`config.mk`:
```
export PLATFORM = sky130hd
export DESIGN_NAME = ta_sync_sched
export DESIGN_NICKNAME = d
export VERILOG_FILES = /design/src/rtl/ta_sync_sched.sv
export SDC_FILE = /design/constraint.sdc
export NUM_CORES = 1
export LEC_CHECK = 0
export ABC_AREA = 1
export CAP_MARGIN = 10
export CORE_MARGIN = 3
export CORE_UTILIZATION = 61
export DETAILED_ROUTE_END_ITERATION = 12
export HOLD_SLACK_MARGIN = 0.12
export PLACE_DENSITY = 0.88
export RECOVER_POWER = 25
export SETUP_SLACK_MARGIN = 0.4
export SYNTH_ARGS = -nofsm -noshare
export SYNTH_HDL_FRONTEND = slang
export SYNTH_SLANG_ARGS = --single-unit
```
`constraint.sdc`:
```
create_clock -name clk50 -period 10.8 [get_ports clk50]
set_clock_uncertainty 0.1 [all_clocks]
set_input_delay 1.62 -clock clk50 [delete_from_list [all_inputs] [get_ports clk50]]
set_output_delay 1.62 -clock clk50 [all_outputs]
set_load 0.005 [all_outputs]
```
`src/rtl/ta_sync_sched.sv`:
```
// Sweep sequencer for the sync-trigger / capture / laser-driver chain (clk50 domain).
// Steps cap_phase across a range, taking frame_num handshaked acquisitions per phase.
module ta_sync_sched #(
  parameter int unsigned CAP0_1 = 2,
  parameter int unsigned FRM_W  = 16,
  parameter int unsigned TO_W   = 20,
  parameter int unsigned ACK_TO = 8
) (
  input  logic                      clk50,
  input  logic                      rst,
  input  logic                      start,
  input  logic                      abort,
  input  logic [CAP0_1-1:0]         phase_first,
  input  logic [CAP0_1-1:0]         phase_last,
  input  logic [FRM_W-1:0]          frame_num,
  input  logic [15:0]               gap_cyc,
  input  logic [TO_W-1:0]           run_to,
  input  logic                      syncr_rdy,
  output logic                      sync_trig,
  output logic [CAP0_1-1:0]         cap_phase,
  output logic                      busy,
  output logic                      done,
  output logic                      err_to,
  output logic [FRM_W-1:0]          frame_cnt,
  output logic [FRM_W+CAP0_1-1:0]   acq_cnt
);

  typedef enum logic [2:0] {
    S_IDLE, S_ARM, S_TRIG, S_WACK, S_WRUN, S_GAP, S_DONE
  } state_t;

  // The trigger cycle counts toward the ack window, so WACK times out on ACK_TO-1.
  localparam logic [TO_W-1:0] ACK_LIM = TO_W'((ACK_TO > 0) ? ACK_TO - 1 : 0);

  state_t                    state, state_d;
  logic [TO_W-1:0]           tmr, tmr_d;
  logic [CAP0_1-1:0]         cap_phase_d;
  logic [FRM_W-1:0]          frame_cnt_d;
  logic [FRM_W+CAP0_1-1:0]   acq_cnt_d;
  logic                      err_to_d;
  logic                      ld_cfg;

  logic [CAP0_1-1:0]         last_r;
  logic [FRM_W-1:0]          frm_r;
  logic [15:0]               gap_r;
  logic [TO_W-1:0]           run_to_r;

  assign sync_trig = (state == S_TRIG);
  assign busy      = (state != S_IDLE) && (state != S_DONE);
  assign done      = (state == S_DONE);

  always_ff @(posedge clk50 or posedge rst) begin
    if (rst) begin
      state     <= S_IDLE;
      tmr       <= '0;
      cap_phase <= '0;
      frame_cnt <= '0;
      acq_cnt   <= '0;
      err_to    <= 1'b0;
    end else begin
      state     <= state_d;
      tmr       <= tmr_d;
      cap_phase <= cap_phase_d;
      frame_cnt <= frame_cnt_d;
      acq_cnt   <= acq_cnt_d;
      err_to    <= err_to_d;
    end
  end

  always_ff @(posedge clk50 or posedge rst) begin
    if (rst) begin
      last_r   <= '0;
      frm_r    <= '0;
      gap_r    <= '0;
      run_to_r <= '0;
    end else if (ld_cfg) begin
      last_r   <= phase_last;
      frm_r    <= (frame_num == '0) ? FRM_W'(1) : frame_num;
      gap_r    <= gap_cyc;
      run_to_r <= run_to;
    end
  end

  always_comb begin
    state_d     = state;
    tmr_d       = tmr;
    cap_phase_d = cap_phase;
    frame_cnt_d = frame_cnt;
    acq_cnt_d   = acq_cnt;
    err_to_d    = err_to;
    ld_cfg      = 1'b0;
    if (abort) begin
      state_d = S_IDLE;
    end else begin
      case (state)
        S_IDLE, S_DONE: begin
          if (start) begin
            ld_cfg      = 1'b1;
            cap_phase_d = phase_first;
            frame_cnt_d = '0;
            acq_cnt_d   = '0;
            err_to_d    = 1'b0;
            state_d     = S_ARM;
          end
        end
        S_ARM: begin
          if (syncr_rdy) state_d = S_TRIG;
        end
        S_TRIG: begin
          tmr_d   = TO_W'(1);
          state_d = S_WACK;
        end
        S_WACK: begin
          if (!syncr_rdy) begin
            tmr_d   = '0;
            state_d = S_WRUN;
          end else if (tmr >= ACK_LIM) begin
            err_to_d = 1'b1;
            state_d  = S_DONE;
          end else begin
            tmr_d = tmr + 1'b1;
          end
        end
        S_WRUN: begin
          // Completion is tested first so it wins over a coincident timeout.
          if (syncr_rdy) begin
            frame_cnt_d = frame_cnt + 1'b1;
            if (acq_cnt != '1) acq_cnt_d = acq_cnt + 1'b1;
            tmr_d   = '0;
            state_d = S_GAP;
          end else if ((run_to_r != '0) && (tmr == run_to_r - 1'b1)) begin
            err_to_d = 1'b1;
            state_d  = S_DONE;
          end else begin
            tmr_d = tmr + 1'b1;
          end
        end
        S_GAP: begin
          if ((gap_r == '0) || (tmr[15:0] == gap_r - 16'd1)) begin
            tmr_d = '0;
            if (frame_cnt < frm_r) begin
              state_d = S_ARM;
            end else if (cap_phase != last_r) begin
              frame_cnt_d = '0;
              cap_phase_d = cap_phase + 1'b1;
              state_d     = S_ARM;
            end else begin
              state_d = S_DONE;
            end
          end else begin
            tmr_d = tmr + 1'b1;
          end
        end
        default: state_d = S_IDLE;
      endcase
    end
  end

endmodule
```
==> summary.txt <==
Routing
  – 1st-iter DRT viols: 749
  – Vias per cell: 5.72
  – Drt wl/cell: 15.7 um
  – # DRC: 0
  – Post-route ant nets: 0
  – Vias: 8,066
  – Total Routed Length: 22,100 um
  – Drt pass-1 iters: 6

Logic synthesis
  – Sequential share of the synthesized area: 0.354
  – Most common flop cell mapped by yosys: dfrtp_1
  – Main area contributors after synthesis: dfrtp_1 35%, nand2_1 15%, nand3_1 5.9%
  – Synthesized cell area: 0.00807 sq mm
  – Share of the synthesized area in the top cell type: 0.354
  – Synth Area per Inst: 7.03 sq um
  – Count of cell types in the netlist: 51
  – Top cells by count, synth: 330 x nand2_1, 122 x inv_1, 114 x dfrtp_1
  – Synth area leader: dfrtp_1
  – Syn_nets: 1,230
  – Ys Warns: 0
  – Post-synth EDFFs: 0
  – Synth Register Bits: 114
  – Most numerous cell in the Yosys netlist: nand2_1
  – Asr flop ratio synth: 1.00
  – Post-Synthesis Cells: 1,148

Clock network
  – CTS Buffer Depth: 2
  – Root Buffer: clkbuf_16
  – Cts bufs inserted: 17
  – Worst-Skew Late Latency: 0.43 ns
  – CTS tree: done
  – Post-CTS Hold Buffers: 0
  – Htree depth: 4
  – # resized after CTS: 0
  – Post-CTS setup buffer count: 0
  – CTS clock-pin slew for the worst setup and hold paths: 0.06 ns
  – Clk sinks: 114

STA
  – Hold Slack: 0.404 ns
  – Slew headroom: -0.603
  – Worst Setup Slack, final: 5.61 ns
  – Period minus WS final: 5.19 ns
  – Fmax: 0.193 GHz
  – Slew @ Worst Pin: 2.39 ns
  – Period utilization: 0.481
  – TNS Setup: 0 ns
  – Max-slew violations: 57
  – RSZ-0062 raised after global routing: false
  – Final hold vios: 0
  – Final Setup Violations: 0

GRT
  – GR Layer Usage met3: 0.0765
  – Largest net degree at the start of global routing: 93
  – Gr usage total: 0.312
  – Remaining global-route overflow: 0
  – Vias in the first global route: 7,776
  – Met2 Usage GRT: 0.516
  – First-pass GRT wire length: 36,600 um
  – M1 GR Usage: 0.380
  – Initial antenna violation count: 0
  – Busiest grt layer: met2

Floorplanning
  – Row cnt: 41
  – Die width: 121 um
  – Die ar.: 0.0146 sq mm
  – Num ports: 101
  – Die height: 121 um
  – Initial Utilization: 0.632
  – Core area: 0.0128 sq mm

Worst setup path
  – Critical path endpoint category: flip-flop
  – Slowest cell on crit path: clkdlybuf4s50_1
  – Ordered list of cells on the worst path: clkdlybuf4s50_1 -> inv_1 -> nand2_1 -> nand2_1 -> nor3_2 -> nand2_2 -> nor2_4 -> buf_4 -> inv_1 -> nor2_1 -> a22oi_1
  – CP Max Fanout: 92
  – Crit start category: primary input
  – Largest stage delay, worst path: 0.81 ns
  – Crit path DAT: 5.35 ns
  – Critical path type: in2reg
  – Internal reg-to-reg setup slack: 6.65 ns
  – CP required: 10.95 ns

Placed design
  – Total placed cells including tap cells: 1,378
  – Post-detail-place hpwl: 15,400 um
  – Worst slack, placed: 5.26 ns
  – Port Buf Inserts: 100
  – Final Wtd Congestion: 0.926
  – Placed Area: 0.00908 sq mm

Layout
  – Area Overhead vs Synth: 20.0%
  – Post-route design area: 0.00968 sq mm
  – Fill cell count: 952
  – Layout cells sized above 1: 0.0687
  – Finished Layout Cells: 1,410
  – Final net count: 1,307
  – Antenna cells: 0

Status
  – Failing checks: capacitance limit, slew limit
  – Status: finished with violations

Job
  – Max-cap viol count: 1

Hold path
  – Hold WC Path Type: reg2reg

Power
  – Leak: 4.49 nW
  – Peak VDD IR: 0.000137 V
  – Pwr/cell area: 216 mW/mm^2
==> through the flow <==
| stage | util | power (W) |
|---|---|---|
| after floorplan | - | 0.00129 |
| after global placement | 0.711 | 0.00146 |
| after detailed placement | 0.711 | 0.00150 |
| after CTS | 0.758 | 0.00208 |
| after global routing | 0.758 | 0.00224 |
| final | 0.758 | 0.00209 |
==> layer usage <==
metal | up-vias | share of wire
li1 | 3859 | -
met1 | 3738 | 0.40
met2 | 398 | 0.49
met3 | 71 | 0.079
met4 | 0 | 0.037
met5 | - | 0
==> final timing paths <==
kind                            cells past startpoint               startpoint                  endpoint
min in group asynchronous                           2                      rst    acq_cnt[5]$_DFFE_PP0P_
worst max-delay path                               11                syncr_rdy      frm_r[0]$_DFFE_PP0P_
worst max register to register                     12     state[1]$_DFFE_PP0P_   acq_cnt[15]$_DFFE_PP0P_
worst min register to register                      1  acq_cnt[15]$_DFFE_PP0P_   acq_cnt[15]$_DFFE_PP0P_
max in group asynchronous                           3                      rst  run_to_r[14]$_DFFE_PP0P_
worst min-delay path                                1  acq_cnt[15]$_DFFE_PP0P_   acq_cnt[15]$_DFFE_PP0P_
==> registers in the layout, summed over array words and instances (netlist names) <==
signal / flops
err_to: 1
frame_cnt: 16
frm_r: 16
acq_cnt: 18
gap_r: 16
tmr: 20
run_to_r: 20
state: 3
cap_phase: 2
last_r: 2
==> critical path, delay by kind of cell <==
family                 cells  cell delay [ns]
and+or+nand+nor            6             1.01
AOI/OAI and AO/OA          1             0.09
buffers and inverters      4             2.58
==> layout make-up <==
type,instances,area [sq um],area share
Timing Repair Buffer,103,1020,0.106
Sequential cell,114,2850,0.295
Clock inverter,15,174,0.0180
Tap cell,172,215,0.0222
Inverter,125,473,0.0488
Clock buffer,17,425,0.0439
Multi-Input combinational cell,864,4520,0.467
==> kinds of logic after synthesis <==
kind of cell,Yosys count,share of synthesized area
AO/OA/AOI/OAI,123,0.0813
flip-flops,114,0.354
XOR/XNOR,76,0.0842
buffers and inverters,170,0.0872
AND/OR/NAND/NOR,644,0.361
adder cells (fa/ha/maj),21,0.0326
==> power by group <==
| part | leakage [nW] | total (W) | internal, W | switching [W] |
|---|---|---|---|---|
| Clock | 0.281 | 0.000573 | 0.000346 | 0.000227 |
| Sequential | 1.49 | 0.000663 | 0.000543 | 0.000121 |
| Combinational | 2.71 | 0.000851 | 0.000306 | 0.000545 |
==> layout by cell type (no fill, tap or decap), types with 2 or more instances in the layout <==
cell / instances
xnor2_1: 26
clkbuf_16: 17
clkdlybuf4s50_1: 88
a211oi_1: 2
nor2_2: 8
clkinv_4: 3
o21a_1: 2
a21oi_1: 25
inv_1: 121
clkinvlp_4: 4
nand3_1: 95
inv_6: 4
xor2_1: 49
inv_8: 2
dlygate4sd3_1: 12
nand2_1: 330
or2_2: 14
nor2_4: 6
nor3_1: 21
a31oi_1: 2
dfrtp_1: 114
bufinv_16: 2
nand3b_1: 5
o21ai_0: 69
nor3b_1: 2
or2_4: 2
ha_1: 21
buf_4: 3
nand4_1: 38
nor2_1: 96
nand2_2: 8
nor4_1: 7
o21ai_1: 14
nor3_2: 4
a22oi_1: 2
Power figures use the tool's default switching activity.
